### src/rtl/dbg_mem2axil_bridge.sv
// dbg_mem2axil_bridge: debug-module MEM master port to single-outstanding AXI4-Lite master.
// Define DBG_MEM2AXIL_ERRCNT_EN to add err_count_o, a saturating count of SLVERR/DECERR responses.
module dbg_mem2axil_bridge #(
  parameter int ADDR_WIDTH = 32,
  parameter int DATA_WIDTH = 32,
  parameter int STRB_WIDTH = DATA_WIDTH / 8
) (
  input  logic                  clk_i,
  input  logic                  rst_ni,
  input  logic                  mem_req_i,
  output logic                  mem_gnt_o,
  input  logic                  mem_we_i,
  input  logic [ADDR_WIDTH-1:0] mem_addr_i,
  input  logic [STRB_WIDTH-1:0] mem_be_i,
  input  logic [DATA_WIDTH-1:0] mem_wdata_i,
  output logic                  mem_valid_o,
  output logic [DATA_WIDTH-1:0] mem_rdata_o,
  output logic                  mem_error_o,
  output logic                  m_axi_awvalid_o,
  input  logic                  m_axi_awready_i,
  output logic [ADDR_WIDTH-1:0] m_axi_awaddr_o,
  output logic [2:0]            m_axi_awprot_o,
  output logic                  m_axi_wvalid_o,
  input  logic                  m_axi_wready_i,
  output logic [DATA_WIDTH-1:0] m_axi_wdata_o,
  output logic [STRB_WIDTH-1:0] m_axi_wstrb_o,
  input  logic                  m_axi_bvalid_i,
  output logic                  m_axi_bready_o,
  input  logic [1:0]            m_axi_bresp_i,
  output logic                  m_axi_arvalid_o,
  input  logic                  m_axi_arready_i,
  output logic [ADDR_WIDTH-1:0] m_axi_araddr_o,
  output logic [2:0]            m_axi_arprot_o,
  input  logic                  m_axi_rvalid_i,
  output logic                  m_axi_rready_o,
  input  logic [DATA_WIDTH-1:0] m_axi_rdata_i,
  input  logic [1:0]            m_axi_rresp_i
`ifdef DBG_MEM2AXIL_ERRCNT_EN
  ,
  output logic [15:0]           err_count_o
`endif
);
  typedef enum logic [2:0] {IDLE, WR_REQ, WR_RESP, RD_REQ, RD_RESP, RESP} state_e;
  state_e state_q, state_d;
  logic [ADDR_WIDTH-1:0] addr_q, addr_d;
  logic [STRB_WIDTH-1:0] be_q, be_d;
  logic [DATA_WIDTH-1:0] wdata_q, wdata_d, rdata_q, rdata_d;
  logic error_q, error_d, aw_done_q, aw_done_d, w_done_q, w_done_d;
  logic aw_hs, w_hs, b_hs, ar_hs, r_hs, b_err, r_err;
  // bus addresses are word aligned: the low byte-lane bits are dropped
  localparam logic [ADDR_WIDTH-1:0] ALIGN_MASK = ~ADDR_WIDTH'(STRB_WIDTH - 1);
  assign mem_gnt_o       = rst_ni & mem_req_i & (state_q == IDLE);
  assign mem_valid_o     = state_q == RESP;
  assign mem_rdata_o     = rdata_q;
  assign mem_error_o     = error_q;
  assign m_axi_awvalid_o = (state_q == WR_REQ) & ~aw_done_q;
  assign m_axi_wvalid_o  = (state_q == WR_REQ) & ~w_done_q;
  assign m_axi_awaddr_o  = addr_q & ALIGN_MASK;
  assign m_axi_araddr_o  = addr_q & ALIGN_MASK;
  assign m_axi_awprot_o  = 3'b000;
  assign m_axi_arprot_o  = 3'b000;
  assign m_axi_wdata_o   = wdata_q;
  assign m_axi_wstrb_o   = be_q;
  assign m_axi_bready_o  = state_q == WR_RESP;
  assign m_axi_arvalid_o = state_q == RD_REQ;
  assign m_axi_rready_o  = state_q == RD_RESP;
  assign aw_hs = m_axi_awvalid_o & m_axi_awready_i;
  assign w_hs  = m_axi_wvalid_o & m_axi_wready_i;
  assign b_hs  = m_axi_bvalid_i & m_axi_bready_o;
  assign ar_hs = m_axi_arvalid_o & m_axi_arready_i;
  assign r_hs  = m_axi_rvalid_i & m_axi_rready_o;
  // SLVERR and DECERR both carry resp[1]; OKAY and EXOKAY do not
  assign b_err = (m_axi_bresp_i & 2'b10) != 2'b00;
  assign r_err = (m_axi_rresp_i & 2'b10) != 2'b00;
  // state and captured request/response registers
  always_ff @(posedge clk_i or negedge rst_ni) begin
    if (!rst_ni) begin
      state_q   <= IDLE;
      addr_q    <= '0;
      be_q      <= '0;
      wdata_q   <= '0;
      rdata_q   <= '0;
      error_q   <= 1'b0;
      aw_done_q <= 1'b0;
      w_done_q  <= 1'b0;
    end else begin
      state_q   <= state_d;
      addr_q    <= addr_d;
      be_q      <= be_d;
      wdata_q   <= wdata_d;
      rdata_q   <= rdata_d;
      error_q   <= error_d;
      aw_done_q <= aw_done_d;
      w_done_q  <= w_done_d;
    end
  end
  // next state, request capture on grant, response capture on B/R handshake
  always_comb begin
    state_d   = state_q;
    addr_d    = addr_q;
    be_d      = be_q;
    wdata_d   = wdata_q;
    rdata_d   = rdata_q;
    error_d   = error_q;
    aw_done_d = aw_done_q;
    w_done_d  = w_done_q;
    unique case (state_q)
      IDLE: if (mem_req_i) begin
        addr_d    = mem_addr_i;
        be_d      = mem_be_i;
        wdata_d   = mem_wdata_i;
        aw_done_d = 1'b0;
        w_done_d  = 1'b0;
        state_d   = mem_we_i ? WR_REQ : RD_REQ;
      end
      WR_REQ: begin
        aw_done_d = aw_done_q | aw_hs;
        w_done_d  = w_done_q | w_hs;
        state_d   = (aw_done_d & w_done_d) ? WR_RESP : WR_REQ;
      end
      WR_RESP: if (b_hs) begin
        rdata_d = '0;
        error_d = b_err;
        state_d = RESP;
      end
      RD_REQ: state_d = ar_hs ? RD_RESP : RD_REQ;
      RD_RESP: if (r_hs) begin
        rdata_d = m_axi_rdata_i;
        error_d = r_err;
        state_d = RESP;
      end
      RESP: state_d = IDLE;
      default: state_d = IDLE;
    endcase
  end
`ifdef DBG_MEM2AXIL_ERRCNT_EN
  logic [15:0] err_cnt_q, err_cnt_d;
  assign err_cnt_d   = (((b_hs & b_err) | (r_hs & r_err)) && err_cnt_q != 16'hFFFF) ? err_cnt_q + 16'd1 : err_cnt_q;
  assign err_count_o = err_cnt_q;
  // saturating count of error responses on either channel
  always_ff @(posedge clk_i or negedge rst_ni) begin
    if (!rst_ni) err_cnt_q <= '0;
    else err_cnt_q <= err_cnt_d;
  end
`endif
endmodule

### config.mk
export PLATFORM = sky130hd
export DESIGN_NAME = dbg_mem2axil_bridge
export DESIGN_NICKNAME = d
export VERILOG_FILES = /design/src/rtl/dbg_mem2axil_bridge.sv
export SDC_FILE = /design/constraint.sdc
export NUM_CORES = 1
export LEC_CHECK = 0
export ABC_AREA = 0
export BUFFER_PORTS_ARGS = -buffer_cell sky130_fd_sc_hd__buf_2
export CAP_MARGIN = 20
export CORE_MARGIN = 10
export CORE_UTILIZATION = 39
export DETAILED_ROUTE_END_ITERATION = 10
export PLACE_DENSITY = 0.78
export SLEW_MARGIN = 5
export SYNTH_ARGS = -nofsm -noshare
export SYNTH_HDL_FRONTEND = slang
export SYNTH_SLANG_ARGS = --single-unit
### constraint.sdc
create_clock -name clk_i -period 1.6 [get_ports clk_i]
set_input_delay 0.48 -clock clk_i [delete_from_list [all_inputs] [get_ports clk_i]]
set_output_delay 0.48 -clock clk_i [all_outputs]
set_load 0.005 [all_outputs]
==> metrics, run 1 <==
synth unique cells=30; Placed Cells=651; DRT Pass-1 Iters=4; Syn-to-layout area delta=35.67%; Setup TNS=-1.289 ns; DRT iter0 DRCs=128; first-pass GRT wire length=18770 µm; LEAKAGE=3.041 nW; CTS tree=built; Wirelength per Cell=18.22 µm; PwrDens=1913 mW/mm²; GRT Total Usage=14.71%; Least-Margin Pin Slew=0.5409 ns; CTS H-Tree Depth=3; Max Cap Violations=0; grt ovf=0; minimum clock period=1.904 ns; Worst Skew=0.007288 ns; RSZ-0062 raised after global routing=true; Die X=125.1 µm; Avg Cell Area, Syn=14.36 µm²; layout cells sized above 1=65.92%; most frequent cells in the layout=buf_2, dfrtp_1, mux2_2, a22o_1, buf_4; cell row count=38; register area share after synthesis=60.41%; Avg Vias per Cell=4.757; clock-pin slew on the worst setup and hold paths=0.09 ns; Seq cells post-synth=104; Max-slew headroom=63.94%; period utilization=119.0%; Fmax=525.3 MHz; DRC Markers=0; Vias=3206; Power, Total=11.18 mW; setup ws final=-0.3037 ns; crit path capture type=output port; Die H=125.1 µm; CTS Sinks=104; I/O Pins=259; CP required=1.12 ns; worst path arrival time=1.42 ns; antenna violations before repair=1; core area=0.01084 mm²; HP Class=in -> async; critical path class=reg -> out; Final nets=642; # port buffers=244; Die ar.=0.01565 mm²; Inserted Diodes=0; post-synthesis instance total=300; Yosys Warn Count=0; Worst-Skew Late Latency=0.36 ns; Routed WL=12280 µm; Final ANT Viol Nets=0; CTS Hold Buffers Added=0; failing checks=setup timing; critical path fanouts, max=5; root buffer cell=clkbuf_8; Initial Utilization=39.74%; post-route insts no fill=674; Final Hold Fails=0; TritonCTS buffer count=9; largest net degree at the start of global routing=105; crit start category=register; Post-Synthesis Cell Area=0.004308 mm²; status=finished with violations; max-slew violations=0; vias in the first global route=3440; worst vdd ir=0.8465 mV; Clock Tree Buf Depth=2; most common cell after layout, fill and taps aside=buf_2; hpwl dp=9728 µm; Final setup viols=7; Final GP Congestion=0.8290
## worst paths after layout
path | startpoint | end | slack, ns | cells after the start
setup / recovery | state_q[2] | mem_gnt_o | -0.30 | 5
hold / removal | rst_ni | m_axi_wdata_o[13] | 0.19 | 2
setup reg to reg | state_q[1] | aw_done_q | 0.01 | 5
hold reg to reg | m_axi_wdata_o[16] | m_axi_wdata_o[16] | 0.49 | 1
max in group asynchronous | rst_ni | state_q[1] | 0.98 | 2
min in group clk_i | mem_wdata_i[14] | m_axi_wdata_o[14] | 0.33 | 2
## synthesized netlist by cell type (all sizes together)
cell type / count / share of area [%]
dfrtp: 104 / 60
mux2: 68 / 18
buf: 55 / 9.4
a22o: 32 / 6.5
nor2: 7 / 0.61
a21oi: 6 / 0.70
nand3b: 4 / 0.70
nor3: 3 / 0.58
inv: 2 / 0.17
nand2: 2 / 0.17
nand2b: 2 / 0.46
nor3b: 2 / 0.35
a211oi: 1 / 0.17
a21boi: 1 / 0.17
a21o: 1 / 0.17
a221oi: 1 / 0.20
a2bb2oi: 1 / 0.20
and2: 1 / 0.15
and3: 1 / 0.15
clkbuf: 1 / 0.087
conb: 1 / 0.087
o21a: 1 / 0.17
o22ai: 1 / 0.15
o2bb2ai: 1 / 0.20
or3b: 1 / 0.20
## final cells by class
| type | instances | area (µm²) |
|---|---|---|
| fillers | 936 | 4996 |
| well taps | 140 | 175.2 |
| clock inverters | 5 | 56.30 |
| multi-input cells | 147 | 1369 |
| repair buffers | 265 | 1490 |
| inverters | 2 | 7.507 |
| clock buffers | 11 | 141.4 |
| flip-flops and latches | 104 | 2605 |
## cell families (layout without fill, tap and decap cells)
kind of cell	after synthesis	count (layout)	synth area share, %
AO/OA/AOI/OAI	46	46	8.656
buffers and inverters	58	283	9.701
flip-flops	104	104	60.41
multiplexers	68	68	17.78
other	1	10	0.08705
AND/OR/NAND/NOR	23	23	3.369
## state kept, by name (all words and copies together) (netlist names)
signal,count
m_axi_wdata_o,32
mem_rdata_o,32
addr_q,30
m_axi_wstrb_o,4
state_q,3
aw_done_q,1
mem_error_o,1
w_done_q,1
## where the power goes
part / total [mW] / switching (mW) / internal (mW)
combinational: 4.93 / 2.10 / 2.83
sequential: 4.63 / 0.728 / 3.90
clock: 1.62 / 0.855 / 0.764
## through the flow
| step | hold WS (ns) | utilization [%] | cell area, µm² | worst slack (ns) |
|---|---|---|---|---|
| final | 0.1851 | 53.91 | 5844 | -0.3037 |
| after global routing | 0.1980 | 53.91 | 5844 | -0.3654 |
| after CTS | 0.1992 | 53.14 | 5761 | -0.3364 |
| after detailed placement | 0.4695 | 50.83 | 5510 | -0.1000 |
| after global placement | 0.4641 | 50.83 | 5510 | -0.09772 |
| after floorplan | 0.1844 | - | 4352 | -0.01267 |
## critical path: stages, from the launching register on
cell	delay [ns]
dfrtp_1	0.40
nand2b_4	0.16
nor3_4	0.15
buf_12	0.14
and2_4	0.13
buf_6	0.09
## timing repair
item | in CTS | in global routing
endpoints found under the setup margin | 7 | 41
gates cloned | 1 | 2
gates resized for setup | 7 | 6
pin swaps | 4 | 3
buffers inserted | 3 | 3
## per-layer routing
metal / global-route usage, % / up-vias / part of all wire (%)
met5: 0 / - / 0.11
met4: 5.352 / 2 / 1.5
met3: 6.041 / 16 / 9.2
met2: 25.76 / 159 / 51
met1: 15.56 / 1557 / 38
li1: - / 1472 / -
Note: power is estimated with default switching activity, not from simulation.
==> run 2, diff against run 1 <==
--- a/config.mk
+++ b/config.mk
@@ -6,12 +6,12 @@
 export NUM_CORES = 1
 export LEC_CHECK = 0
 export ABC_AREA = 0
-export BUFFER_PORTS_ARGS = -buffer_cell sky130_fd_sc_hd__buf_2
 export CAP_MARGIN = 20
 export CORE_MARGIN = 10
-export CORE_UTILIZATION = 39
+export CORE_UTILIZATION = 40
 export DETAILED_ROUTE_END_ITERATION = 10
-export PLACE_DENSITY = 0.78
+export DONT_BUFFER_PORTS = 1
+export PLACE_DENSITY = 0.58
 export SLEW_MARGIN = 5
 export SYNTH_ARGS = -nofsm -noshare
 export SYNTH_HDL_FRONTEND = slang
==> run 2 against run 1 <==
Effect of this change:
- critical endpoint is now m_axi_awvalid_o
- cell count shrank 34%
- highest routed layer is now met4
- global-route usage shrank 0.78 points
- the flow finishes with violations (hold timing, setup timing)
- largest cell class unchanged
- non-clock buffer count fell by 227
- die area fell by 2.1%
- clock power fell by 4%
==> metrics, run 2 (synthesized netlist as in run 1, its figures left out) <==
Inserted Diodes=0 (unchanged); vias in the first global route=2592 (was 3440); Final setup viols=98 (was 7); TritonCTS buffer count=9 (unchanged); grt ovf=0 (unchanged); I/O Pins=259 (unchanged); most frequent CP cell=buf_6; status=finished with violations (unchanged); Initial Utilization=41.36% (was 39.74%); Clock Tree Buf Depth=2 (unchanged); DRT Pass-1 Iters=4 (unchanged); met2 Use GR=22.52% (was 25.76%); LEAKAGE=2.363 nW (was 3.041 nW); GRT Max-Usage Layer=met2 (unchanged); Wirelength per Cell=26.16 µm (was 18.22 µm); max-slew violations=0 (unchanged); crit path capture type=output port (unchanged); critical path class=reg -> out (unchanged); met3 Resource Use GR=9.095% (was 6.041%); Buf+Inv Stages, Crit Path=2 (unchanged); RSZ-0062 raised after global routing=true (unchanged); DRC Markers=0 (unchanged); most frequent cells in the layout=dfrtp_1, mux2_4, a22o_1, clkbuf_8 (was buf_2, dfrtp_1, mux2_2, a22o_1, buf_4); CP max stage delay=0.41 ns (was 0.40 ns); CTS tree=built (unchanged); crit-path cells=buf_6 -> buf_6 -> nand3b_1 -> nor2_2 (was nand2b_4 -> nor3_4 -> buf_12 -> and2_4 -> buf_6); worst vdd ir=0.7126 mV (was 0.8465 mV); PwrDens=2107 mW/mm² (was 1913 mW/mm²); Syn-to-layout area delta=19.05% (was 35.67%); Worst Skew=0.01918 ns (was 0.007288 ns); Vias=2367 (was 3206); minimum clock period=1.862 ns (was 1.904 ns); Top delay family on crit path=flip-flops (was simple AND/OR/NAND/NOR gates); antenna violations before repair=0 (was 1); CP required=1.12 ns (about the same); DRT iter0 DRCs=100 (was 128); layout cells sized above 1=43.65% (was 65.92%); hpwl dp=8318 µm (was 9728 µm); clock-pin slew on the worst setup and hold paths=0.10 ns (was 0.09 ns); Final GP Congestion=0.7612 (was 0.8290); fin util=49.24% (was 53.91%); Final nets=415 (was 642); cell row count=37 (was 38); setup ws final=-0.2625 ns (was -0.3037 ns); core area=0.01042 mm² (was 0.01084 mm²); period utilization=116.4% (was 119.0%); Final ANT Viol Nets=0 (unchanged); CTS Sinks=104 (unchanged); HP Class=in -> async (unchanged); crit start category=register (unchanged); Worst-Skew Late Latency=0.36 ns (about the same); worst path arrival time=1.38 ns (was 1.42 ns); largest net degree at the start of global routing=106 (was 105); Max Cap Violations=0 (unchanged); most common cell after layout, fill and taps aside=dfrtp_1 (was buf_2); Final Hold Fails=104 (was 0); # port buffers=0 (was 244); Die ar.=0.01532 mm² (was 0.01565 mm²); root buffer cell=clkbuf_8 (unchanged); Fmax=536.9 MHz (was 525.3 MHz); worst slack, placed=-0.007989 ns (was -0.1000 ns); first-pass GRT wire length=16460 µm (was 18770 µm); Routed WL=11590 µm (was 12280 µm); Die H=123.8 µm (was 125.1 µm); slowest CP cell=dfrtp_1 (unchanged); CTS H-Tree Depth=3 (unchanged); Die X=123.8 µm (was 125.1 µm); failing checks=hold timing, setup timing (was setup timing); met1 usage=15.04% (was 15.56%); critical path fanouts, max=6 (was 5); GRT Total Usage=13.93% (was 14.71%); WHS=-0.1937 ns (was 0.1851 ns); r2r setup slk=-0.11 ns (was 0.01 ns); Avg Vias per Cell=5.343 (was 4.757)
## run 2: changes by cell type in the layout (fill, tap and decap cells not counted), moves of 2 or more
cell,before,now
buf_12,5,7
buf_2,243,0
buf_6,3,9
buf_8,0,7
clkinv_2,2,0
nor2_2,0,2
nor2_1,7,5
mux2_2,59,4
inv_6,0,3
buf_4,12,10
mux2_4,0,64
buf_16,0,2
mux2_1,9,0
## run 2: final timing paths
check,start,end,depth (start not counted)
max reg2reg,state_q[2],m_axi_wdata_o[28],7
max in group asynchronous,rst_ni,state_q[1],0
min reg2reg,m_axi_wdata_o[10],m_axi_wdata_o[10],1
min in group clk_i,m_axi_arready_i,state_q[2],1
max,state_q[2],m_axi_awvalid_o,4
min,rst_ni,addr_q[19],0
## run 2: power by group
group	leakage (nW)	switching [mW]	internal (mW)
logic	0.988	1.26	2.68
registers	1.28	1.40	3.91
clock network	0.0940	0.884	0.670
total	2.36	3.55	7.26
## run 2: metrics by stage
stage          power (mW)  instance area, µm²  setup TNS, ns  cells
3_3_place_gp        7.820                4322      -0.007312    410
6_report            10.80                5129         -6.315    443
5_1_grt             11.54                5129         -13.85    443
3_5_place_dp        7.939                4322       -0.04008    410
4_1_cts             10.52                4938         -5.551    439
2_1_floorplan       7.417                4352       -0.01267    309
## run 2: area by class of cell
type | instances | area, µm²
multi-input cells | 147 | 1604
well taps | 136 | 170.2
fillers | 911 | 5288
repair buffers | 38 | 551.8
flip-flops and latches | 104 | 2604
inverters | 2 | 10.01
clock buffers | 12 | 155.1
clock inverters | 4 | 33.78
## run 2: metal layers
| layer | part of all wire [%] | vias up |
|---|---|---|
| met5 | 0 | - |
| met4 | 0.72 | 0 |
| met3 | 16 | 6 |
| met2 | 49 | 160 |
| met1 | 35 | 1187 |
| li1 | - | 1014 |
## run 2: repair_timing
action                                  CTS  global route
gates cloned                              3             4
setup buffers                            11             4
gates resized for setup                  72            37
endpoints found under the setup margin   61           106
pin swaps                                 0            35
hold endpoints to repair                104           104
## run 2: worst reg2reg max path: cells and delay by family, from the launching register on
family | cells | cell delay, ns
buffers and inverters | 4 | 0.54
DFF | 1 | 0.41
muxes | 1 | 0.29
and+or+nand+nor | 2 | 0.34
